===== config.mk =====
export PLATFORM = sky130hd
export DESIGN_NAME = act_arbiter
export DESIGN_NICKNAME = d
export VERILOG_FILES = /design/src/rtl/act_arbiter.sv
export SDC_FILE = /design/constraint.sdc
export NUM_CORES = 1
export LEC_CHECK = 0
export ABC_AREA = 1
export CAP_MARGIN = 20
export CORE_ASPECT_RATIO = 0.75
export CORE_UTILIZATION = 38
export DETAILED_ROUTE_END_ITERATION = 6
export DONT_BUFFER_PORTS = 1
export GPL_TIMING_DRIVEN = 0
export HOLD_SLACK_MARGIN = 0.02
export MAX_ROUTING_LAYER = met4
export SLEW_MARGIN = 40
export SYNTH_ARGS = -nofsm -noshare
export SYNTH_HDL_FRONTEND = slang
export SYNTH_SLANG_ARGS = --single-unit

===== constraint.sdc =====
create_clock -name CLOCK_50 -period 2.5 [get_ports CLOCK_50]
set_clock_uncertainty 0.05 [all_clocks]
set_input_delay 0.125 -clock CLOCK_50 [delete_from_list [all_inputs] [get_ports CLOCK_50]]
set_output_delay 0.125 -clock CLOCK_50 [all_outputs]
set_load 0.05 [all_outputs]

===== src/rtl/act_arbiter.sv =====
`timescale 1ns/1ps
// Round-robin arbiter sharing one sigmoid/inverse-sigmoid unit between two requesters.
// Result valid LAT+2 cycles after the request is sampled; held until the owner acks.
module act_arbiter #(
  parameter int LAT = 2
) (
  input  logic        CLOCK_50,
  input  logic        Reset,
  input  logic [1:0]  req,
  input  logic [1:0]  op_sel,
  input  logic [31:0] x0,
  input  logic [31:0] x1,
  output logic [1:0]  gnt,
  output logic [31:0] au_x,
  output logic        au_sel,
  output logic        au_start,
  input  logic [31:0] sig_y,
  input  logic [31:0] isig_y,
  output logic [1:0]  rsp_valid,
  output logic [31:0] rsp_data,
  input  logic [1:0]  rsp_ack,
  output logic        busy
);

  typedef enum logic [1:0] {IDLE, ISSUE, WAIT, RESP} state_t;

  localparam logic [3:0] CNT_LOAD = 4'(LAT - 1);

  state_t     state;
  state_t     state_nxt;
  logic       owner;
  logic       rr;
  logic       win;
  logic [3:0] cnt;
  logic [1:0] owner_vec;

  // On a tie the requester that was not served last wins.
  assign win       = (req == 2'b11) ? ~rr : req[1];
  assign owner_vec = {owner, ~owner};

  always_ff @(posedge CLOCK_50) begin
    if (Reset) begin
      state <= IDLE;
    end else begin
      state <= state_nxt;
    end
  end

  always_comb begin
    state_nxt = state;
    gnt       = 2'b00;
    au_start  = 1'b0;
    rsp_valid = 2'b00;
    busy      = (state != IDLE);
    case (state)
      IDLE: begin
        if (req != 2'b00) state_nxt = ISSUE;
      end
      ISSUE: begin
        gnt       = owner_vec;
        au_start  = 1'b1;
        state_nxt = WAIT;
      end
      WAIT: begin
        if (cnt == 4'd0) state_nxt = RESP;
      end
      RESP: begin
        rsp_valid = owner_vec;
        if (rsp_ack[owner]) state_nxt = IDLE;
      end
      default: state_nxt = IDLE;
    endcase
  end

  always_ff @(posedge CLOCK_50) begin
    if (Reset) begin
      owner    <= 1'b0;
      rr       <= 1'b1;
      cnt      <= 4'd0;
      au_x     <= 32'd0;
      au_sel   <= 1'b0;
      rsp_data <= 32'd0;
    end else begin
      case (state)
        IDLE: begin
          if (req != 2'b00) begin
            owner  <= win;
            au_x   <= win ? x1 : x0;
            au_sel <= op_sel[win];
          end
        end
        ISSUE: cnt <= CNT_LOAD;
        WAIT: begin
          if (cnt == 4'd0) begin
            rsp_data <= au_sel ? isig_y : sig_y;
          end else begin
            cnt <= cnt - 4'd1;
          end
        end
        RESP: begin
          if (rsp_ack[owner]) rr <= owner;
        end
        default: ;
      endcase
    end
  end

endmodule


# Word level (Yosys, flattened, before mapping)
# Cells that the tools add are included.
# op_classes
muxes	16
magnitude_cmp	2
bitwise_logic	2
n_eq_ne	8
div	0
n_reduce_logical	10
n_shift	0
mul	0
n_addsub	1
# op_table
cell	count
32-bit two-way mux	2
2-bit two-way mux	5
2-bit != test, second input constant	4
2-bit case mux with 4 select lines	1
4-bit case mux with 2 select lines	1
2-bit AND reduction	4
2-bit equality test, second input constant	3
1-bit two-way mux	6
2-bit nonzero test	3
4-bit zero test	1
1-bit by 2-bit < comparator with 1-bit output, second input constant	2
4-bit two-way mux	1
4-bit by 1-bit subtractor with 4-bit output, second input constant	1
3-bit AND reduction	1
2-bit by 1-bit equality test with 1-bit output, second input constant	1
2-bit zero test	1
1-bit inverter	2
# word_totals
elab_cells	46
register_bits	73
output_inout_bits	71
ramBits	0
memories	0
latch_bits	0
input_bits	136
mem_bits_ro	0

# Logic depth before layout (Yosys ltp)
# Gate-level depths: netlist of the first run.
# depth
word_depth	4
mapped_depth	8
ltp_nobuf	8

# Worst setup path after synthesis of the first run
# Ideal clock, no wire load.
# synth_timing
path_kind	reg2out
startpoint	register state[1]
endpoint	output port gnt[0]
t_arrival_ps	1672
stages_incl_launch_ff	5
path_buffers	0
t_required_ps	2325
setup_slack_ps	653
cell_sequence	dfxtp_1 inv_1 ha_1 inv_1 nor2_1
# synth_via
elab_chain_cells	2
# synth_lines
element	line	text
from (decl)	29	state_t state;
from (signal assigned)	45	state <= state_nxt;
2-bit by 1-bit equality test with 1-bit output	55	case (state)
2-bit two-way mux	55	
to (decl)	13	output logic [1:0] gnt,
# No other way between the ends.

# Worst setup path in the final report of the first run
# layout_timing
startpoint	register state[1]
endpoint	register au_x[13]
# layout_via
elab_chain_cells	2
# layout_lines
element	line	text
2-bit zero test	84	case (state)
2-bit AND reduction (no source line)	-	
to (signal assigned)	88	au_x <= win ? x1 : x0;
to (decl)	14	output logic [31:0] au_x,
# No other way between the ends.
# A chain may end at the register's enable or synchronous reset.

==> results of run 1 <==
report_power, final:
part	internal (uW)	switching [uW]	total, uW	leakage, uW
logic	677	1210	1880	0.00122
clock network	690	463	1150	0.000128
registers	1570	1520	3090	0.000601
total	2940	3190	6130	0.00195
cells by family (layout without fill, tap and decap cells):
kind of cell	Yosys count	after routing	share of synthesized area [%]
flip-flops	73	73	40.6
adder cells (fa/ha/maj)	5	5	1.74
buffers and inverters	151	203	17.6
XOR/XNOR	1	1	0.243
AND/OR/NAND/NOR	97	97	10.7
AO/OA/AOI/OAI	206	206	29.2
metrics by stage:
stage	utilization (%)	power, uW
after floorplan	-	4460
after global placement	41.3	4870
after detailed placement	41.3	4920
after CTS	48.2	6170
after global routing	48.3	6520
final	48.3	6130
what timing repair did:
action,CTS,global route
hold buffers,37,0
hold endpoints to repair,38,0
buffers inserted,0,0
area by class of cell:
type	count	area, um^2	area share, %
Buffer	35	199	4.52
Multi-Input combinational cell	309	1510	34.4
Clock buffer	12	246	5.60
Tap cell	128	160	3.64
Clock inverter	3	17.5	0.398
Sequential cell	73	1460	33.2
Inverter	116	435	9.89
Timing Repair Buffer	37	370	8.41
state kept, by name, indices dropped and copies added (netlist names):
register and cells:
au_x 32, owner 1, state 2, au_sel 1, rsp_data 32, cnt 4, rr 1
worst min path at each step:
| stage | to | slack, ps | from |
|---|---|---|---|
| after global placement | cnt[1] | 150 | Reset |
| after global routing | rsp_data[13] | 60 | isig_y[13] |
| after detailed placement | cnt[2] | 150 | Reset |
| after floorplan | cnt[1] | 140 | Reset |
| after CTS | au_x[22] | 30 | x0[22] |
| final | au_x[3] | 40 | x0[3] |
per-layer routing:
metal	wire length, um	up-vias	part of all wire [%]	global-route usage (%)
li1	-	1781	-	-
met1	4660	1641	44	25.5
met2	4930	129	46	33.9
met3	819	25	7.7	7.97
met4	227	0	2.1	9.68
met5	0	-	0	-
tightest hold or removal path, cell delays in order:
cell	delay (ps)
inv_1	30
o21ai_0	70
a21oi_1	110
nor2_1	40
cell usage in the layout (no fill, tap or decap), drive strengths merged, types with 2 or more instances in the layout:
master / count
dlygate4sd3: 37
clkbuf: 23
clkinv: 2
nor2: 38
a21oi: 72
nand2: 47
nand3: 6
nand4: 4
inv: 116
dfxtp: 73
o21ai: 132
ha: 5
buf: 24
==> results.md, run 1 <==
- The flow ran to the end, and the final reports show no timing, DRC or antenna violations.
- The post-layout instance count excluding filler cells is 713.
- The cell depth of the worst setup path is 9.
- The maximum clock frequency is 449 MHz.
- The clock passes through at most 2 buffers.
- The ratio of cells with drive above 1 in the final layout is 8.55%.
- The total power per unit cell area is 1390 mW/mm^2.
- The congestion estimate from routability-driven global placement came to 0.824.
- The total grt overflow is 0.
- The count of unresolved DRC violations after routing is 0.
- The number of pins exceeding their max-slew limit in the final report is 0.
- Setup slack on the worst reg-to-reg path comes out at 270 ps.
- The destination of the critical timing path is au_x[13].
- The final layout contains routed wiring with a total length of 10600 um.
- Relative to the synthesized area, the layout overhead comes to 22.2%.
- The kind of path behind the tightest hold check is primary input to register.
- The count of standard-cell rows is 30.
- Setup repair after global routing left no endpoint under its margin.
- The count of antenna diodes in the layout is 0.
- The worst hold-check slack is 40.5 ps.
- The initial standard-cell utilization of the core is 39.5%.
- On the critical path the largest part of the delay comes from buffers and inverters.
- Data on the critical path is required at its endpoint by 2670 ps.
- The initial antenna violation count was 0.
- The origin of the critical flop-to-flop path is state[1].
- The clock network latency to the later pin of the worst-skew pair is 330 ps.
- The sort of element at the start of the critical path is a register.
- The critical path goes through inv_1 -> ha_1 -> inv_2 -> a21oi_4 -> buf_2 -> o21ai_1 -> a21oi_1 -> dlygate4sd3_1 -> nor2_1.
- The most critical setup path has its startpoint at state[1].
- The number of clock sinks is 73.
- The synthesized design devotes to its leading area cell type 40.6% of total area.
- The sequential cell area fraction in the yosys report is 40.6%.
- At the worst endpoint, the arrival time is 2400 ps.
- The largest vdd supply drop is 547 uV.
- The portion of the clock cycle consumed by the worst path in the final layout is 89.2%.
- The height of the die is 86.3 um.
- The core area is 0.00912 mm^2.
- The width of the chip is 114 um.
- The count of endpoints failing hold in the final timing report came to 0.
- The iteration count of the initial detailed-routing pass is 4.
- The final HPWL from detailed placement is 7680 um.
- The routed design could run at a clock period as short as 2230 ps.
- Port buffering added 0 buffers.
- The largest stage delay on the critical path is 560 ps.
- By area the synthesized netlist is led by dfxtp_1 41%, o21ai_0 13%, inv_1 12%, a21oi_1 9.7%, o21ai_1 5.4%.
- The endpoint identified for the worst register-to-register timing path is au_x[13].
- The number of nets in the final layout is 722.
- Ranked by instance count, the synthesized netlist is headed by 111 x inv_1, 93 x o21ai_0, 73 x dfxtp_1.
- The worst relative slew slack is 60.9%.
- After clock tree synthesis, the repair step resized 0 gates.
- The detailed-route wire length per cell is 14.9 um.
- The number of enable-type register cells in the synthesized netlist is 0.
- The cell area after placement is 0.00376 mm^2.
- The TritonCTS clock tree is yes.
- At the pin with the least slew margin, the transition time is 586 ps.
- The clock edge transition at the registers on the reported setup and hold paths is 60 ps.
- The leading cell type by number of instances after synthesis is inv_1.
- The critical path endpoint category is a register.
- Once routing completed, OpenROAD measured the worst setup slack at 271 ps.
- The number of nets in the synthesized netlist is 674.
- The fill cell instance count of the final layout is 947.
- Entering global routing, the biggest net connects 12 pins.
- The slowest stage of the critical path belongs to the cell dlygate4sd3_1.
- The number of register bits inferred by synthesis is 73.
- The count of placed standard cells including taps is 661.
- The full die area is 0.00988 mm^2.
- The most used flip-flop cell after synthesis is dfxtp_1.
- The max-capacitance violation count is 0.
- Setup violations remaining at the end of the flow were counted as 0.
- The count of buffering cells on the critical path with inverters included is 4.
- The number of different library cells in the post-synthesis netlist is 23.
- A synthesized cell averages 6.76 um^2.
- The largest total area in the synthesized netlist belongs to dfxtp_1.
- The setup TNS is 0 ps.
- Summing over every cut layer, the via total after detailed routing is 3576.
- The area of all placed cells without fillers is 0.00440 mm^2.
- The routed via count divided by cell count is 5.02.
- Pin placement for this block handled 207 I/O pins.
- Along the worst path, the maximum fanout reaches 10.
- Counting every instance in the synthesized netlist gives 533.
- The share of flip-flops with an asynchronous set or reset is 0%.
- The path type of the worst setup path is register to register.
- The worst register-to-register path has a depth of 9.
- The wire length of the first global-routing pass is 16100 um.
- The worst hold path passes through 4 cells.
- The Yosys step of the flow raised 0 warnings.
- The leakage dissipation is 0.00195 uW.
- Across every metal layer, demand over resource in global routing totals 21.9%.
- The worst setup slack before clock tree synthesis is 542 ps.
- The cell at the root of the clock tree is clkbuf_16.
- For this block, the initial DRC count from the detailed router was 220.
- The via count of the first global-routing pass is 3293.
- The number of buffers added by the clock tree synthesis step is 9.
- In this run the remaining antenna-violating nets after routing total 0.
- CTS built an H-tree with a depth of 3.
- The cell area that synthesis handed to floorplanning was 0.00360 mm^2.
No activity file was read; power rests on OpenSTA's default activity.
==> run 2: changes to the inputs <==
- CTS_BUF_LIST: not set -> sky130_fd_sc_hd__clkbuf_4
- GPL_ROUTABILITY_DRIVEN: not set -> 1
==> results.md, run 2 <==
- The count of placed standard cells including taps is 661 (unchanged).
- The count of standard-cell rows is 30 (unchanged).
- Yosys attributes the largest share of cell area to dfxtp_1 41%, o21ai_0 13%, inv_1 12%, a21oi_1 9.7%, o21ai_1 5.4%.
- Among all cell types in the netlist, the one instantiated most often is inv_1.
- The number of top-level design ports is 207 (unchanged).
- The number of clock sinks is 73 (unchanged).
- The initial standard-cell utilization of the core came to 39.5% (unchanged).
- The net count after synthesis is 674 (unchanged).
- By count the netlist is led by 111 x inv_1, 93 x o21ai_0, 73 x dfxtp_1.
- The number of different library cells in the post-synthesis netlist is 23 (unchanged).
- The width of the chip is 114 um (unchanged).
- Summed over all instances, the cell type with the most area after synthesis is dfxtp_1.
- The share of Yosys cell area claimed by the top area cell type is 40.6% (unchanged).
- The per-instance average area after synthesis is 6.76 um^2 (unchanged).
- The tool reported: "[ERROR RSZ-0060] Max buffer count reached".
- The number of buffers inserted to repair setup after CTS came to 0 (unchanged).
- The buffer levels on the longest clock path was 2 (unchanged).
- The maximum level of the CTS H-tree was 3 (unchanged).
- The synthesized netlist cell count is 533 (unchanged).
- The number of buffers added by the clock tree synthesis step is 9 (unchanged).
- The cell area after synthesis is 0.00360 mm^2 (unchanged).
- The warning count from the yosys run came to 0 (unchanged).
- The final weighted congestion in routability-driven placement is 0.824 (unchanged).
- The quantity of I/O buffers inserted on ports is 0 (unchanged).
- The number of buffers inserted by hold repair at cts is 137 (+270%).
- The final HPWL from detailed placement is 7680 um (unchanged).
- The run stopped with a tool error.
- The number of gates given a new drive strength after cts came to 0 (unchanged).
- The last stage reached is clock tree synthesis (4_1_cts).
- The most used flip-flop cell after synthesis is dfxtp_1.
- The number of enable-type register cells in the synthesized netlist is 0 (unchanged).
- The share of flip-flops with an asynchronous set or reset is 0% (unchanged).
- The number of register bits inferred by synthesis is 73 (unchanged).
- The cell sitting at the root of the clock tree is a clkbuf_4.
- The sequential cell area fraction in the yosys report is 40.6% (unchanged).
- The height of the die came to 86.3 um (unchanged).
[run 2: cell counts after synthesis]
No cell type changed its count.
[run 2: through the flow]
step	area [um^2]	setup WS, ps
after floorplan	3600	653
after global placement	3760	536
after detailed placement	3760	542
[run 2: cell families after synthesis]
kind of cell,after synthesis,synth area share (%)
AOI/OAI and AO/OA,206,29.2
xor gates and xnor gates,1,0.243
adders and majority gates,5,1.74
buffers and inverters,151,17.6
DFF,73,40.6
and+or+nand+nor,97,10.7
==> run 3: changes to the inputs <==
- CORE_ASPECT_RATIO: 0.75 -> not set
- CORE_UTILIZATION: 38 -> 23
- CTS_BUF_LIST: sky130_fd_sc_hd__clkbuf_4 -> not set
- HOLD_SLACK_MARGIN: 0.02 -> not set
- MAX_ROUTING_LAYER: met4 -> not set
- PLACE_DENSITY_LB_ADDON: not set -> 0.15
==> results.md, run 3 (same netlist as run 1, synthesis figures left out) <==
- The count of antenna diodes in the layout is 0.
- The path type of the worst setup path is register to output port.
- The library cell used most frequently in the layout, excluding fill and tap cells, is inv_1.
- The arrival time at the worst endpoint is 1940 ps.
- The kind of path behind the tightest hold check is primary input to register.
- The total length of routed wires is 11200 um.
- The cell at the root of the clock tree is clkbuf_16.
- The number of top-level design ports is 207 (unchanged).
- The highest net fanout along the worst path is 4.
- The first routing iteration left 102 violations.
- The critical path endpoint category is an output port.
- The routed via count divided by cell count is 4.38.
- The maximum clock frequency is 473 MHz.
- The initial standard-cell utilization of the core is 23.6% (-16 points).
- The sort of element at the start of the critical path is a register.
- The final weighted congestion in routability-driven placement was 0.709 (-14%).
- The terminating pin of the worst hold path is au_x[6].
- The clock network latency to the later pin of the worst-skew pair is 340 ps.
- At the pin with the least slew margin, the transition time is 616 ps.
- The final HPWL from detailed placement is 8550 um (+11%).
- In this design, the stage delay of the slowest critical-path cell is 540 ps.
- Across all register-to-register paths, the minimum setup slack is 710 ps.
- The top cell types in the final layout, fill and taps aside, are 111 x inv_1, 93 x o21ai_0, 73 x dfxtp_1, 70 x a21oi_1, 47 x nand2_1.
- The pin count of the biggest net entering global routing is 12.
- The total grt overflow is 0.
- Setup repair after global routing left no endpoint under its margin.
- At the end of the flow, the number of nets in the layout was 721.
- Setup violations remaining at the end of the flow were counted as 0.
- The width of the chip came to 127 um (+11%).
- The portion of the clock cycle consumed by the worst path in the final layout is 84.5%.
- The initial antenna violation count is 0.
- The count of standard-cell rows was 45 (+50%).
- The number of buffers inserted to repair setup after CTS came to 0 (unchanged).
- The via count of the first global-routing pass was 3516.
- The height of the die is 127 um (+47%).
- Max-cap violations in this run came to 0.
- Global routing used 14.4% of the available tracks across all layers.
- The worst register-to-register path ends at au_x[24].
- Traced cell by cell, the critical path runs through inv_1 -> ha_1 -> inv_1 -> nor2_2.
- The count of cells along the worst hold path is 4.
- The buffer levels on the longest clock path came to 2 (unchanged).
- The total power per unit cell area is 1370 mW/mm^2.
- The core area is 0.0153 mm^2.
- Data on the critical path is required at its endpoint by 2330 ps.
- The quantity of I/O buffers inserted on ports is 0 (unchanged).
- The detailed-route wire length per cell is 14.1 um.
- The count of antenna-violating nets left after detailed routing is 0.
- The leakage dissipation is 0.00195 uW.
- The synthesis-to-layout area growth is 25.1%.
- Cells fill 29.5% of the core in the end.
- The origin of the critical flop-to-flop path is state[0].
- The number of clock sinks is 73 (unchanged).
- Clock-pin slew was measured on the worst setup and hold paths at 60 ps.
- The worst hold-check slack is 27.2 ps.
- TritonCTS built the clock tree.
- The pre-antenna-repair detailed-routing pass consisted of 4 iterations.
- In this run the tightest slew margin relative to its limit is 58.9%.
- The number of buffers added by the clock tree synthesis step is 9 (unchanged).
- Across all layers, the routed design uses 3486 vias.
- The smallest clock period supported by the final layout is computed as 2110 ps.
- The maximum level of the CTS H-tree is 3 (unchanged).
- VDD sags by at most 419 uV.
- The ratio of cells with drive above 1 in the final layout is 8.72%.
- The cell with the largest stage delay on the worst path is ha_1.
- For this run, design rule violations remaining after detail routing come to 0.
- The run finished with clean final reports.
- The floorplan step defined a die boundary enclosing 0.0162 mm^2.
- The count of endpoints failing hold in the final timing report is 0.
- The largest registers in the layout are au_x (32), rsp_data (32), cnt (4).
- The startpoint identified for the worst hold timing path is x0[6].
- The wire length of the first global-routing pass is 17500 um.
- The number of pins exceeding their max-slew limit in the final report was 0.
- By instance count, the cell type seen most on the critical path is inv_1.
- Summed over all failing endpoints, the final setup total negative slack is 0 ps.
- The number of cells on the worst reg-to-reg path is 8.
run 3: power by group:
part           internal (uW)  switching [uW]
sequential              1570            1520
combinational            670            1190
clock                    722             496
total                   2960            3200
run 3: cell type report:
class	instances	area [um^2]
tap	211	264
multi-input combinational	309	1510
sequential	73	1460
buffer	35	199
timing repair buffer	36	360
fill	1713	10800
inverter	116	435
clock buffer	13	260
clock inverter	3	15.0
run 3: layer usage:
metal  track usage, %  vias up  share of wire [%]  wire length, um
li1                 -     1788                  -                -
met1             15.4     1532                 42             4670
met2             25.2      154                 47             5310
met3             5.11       12                9.1             1020
met4             6.86        0                1.7              192
met5                0        -                  0                0
run 3: stage by stage:
stage          worst slack [ps]  cells  cell area, um^2  power [uW]
6_report                    387    796             4510        6160
3_3_place_gp                519    744             3870        4940
5_1_grt                     258    796             4510        6640
2_1_floorplan               653    533             3600        4460
4_1_cts                     132    796             4500        6280
3_5_place_dp                518    744             3870        4970
run 3: how the worst max path moves through the flow:
| stage | slack [ps] | cells past startpoint | endpoint | from |
|---|---|---|---|---|
| 3_3_place_gp | 520 | 4 | gnt[0] | state[1] |
| 4_1_cts | 130 | 4 | gnt[0] | state[1] |
| 6_report | 390 | 4 | gnt[0] | state[1] |
| 5_1_grt | 260 | 4 | gnt[0] | state[1] |
| 2_1_floorplan | 650 | 4 | gnt[0] | state[1] |
| 3_5_place_dp | 520 | 4 | gnt[0] | state[1] |
run 3: critical path: cells and delay by family (launching register included):
| kind | cells | cell delay (ps) |
|---|---|---|
| adder cells (fa/ha/maj) | 1 | 540 |
| buffers and inverters | 2 | 270 |
| flip-flops | 1 | 330 |
| AND/OR/NAND/NOR | 1 | 470 |
run 3: repair_timing:
item                      in CTS  in global routing
hold endpoints to repair      38                  0
gates resized for setup        0                  0
hold buffers                  36                  0
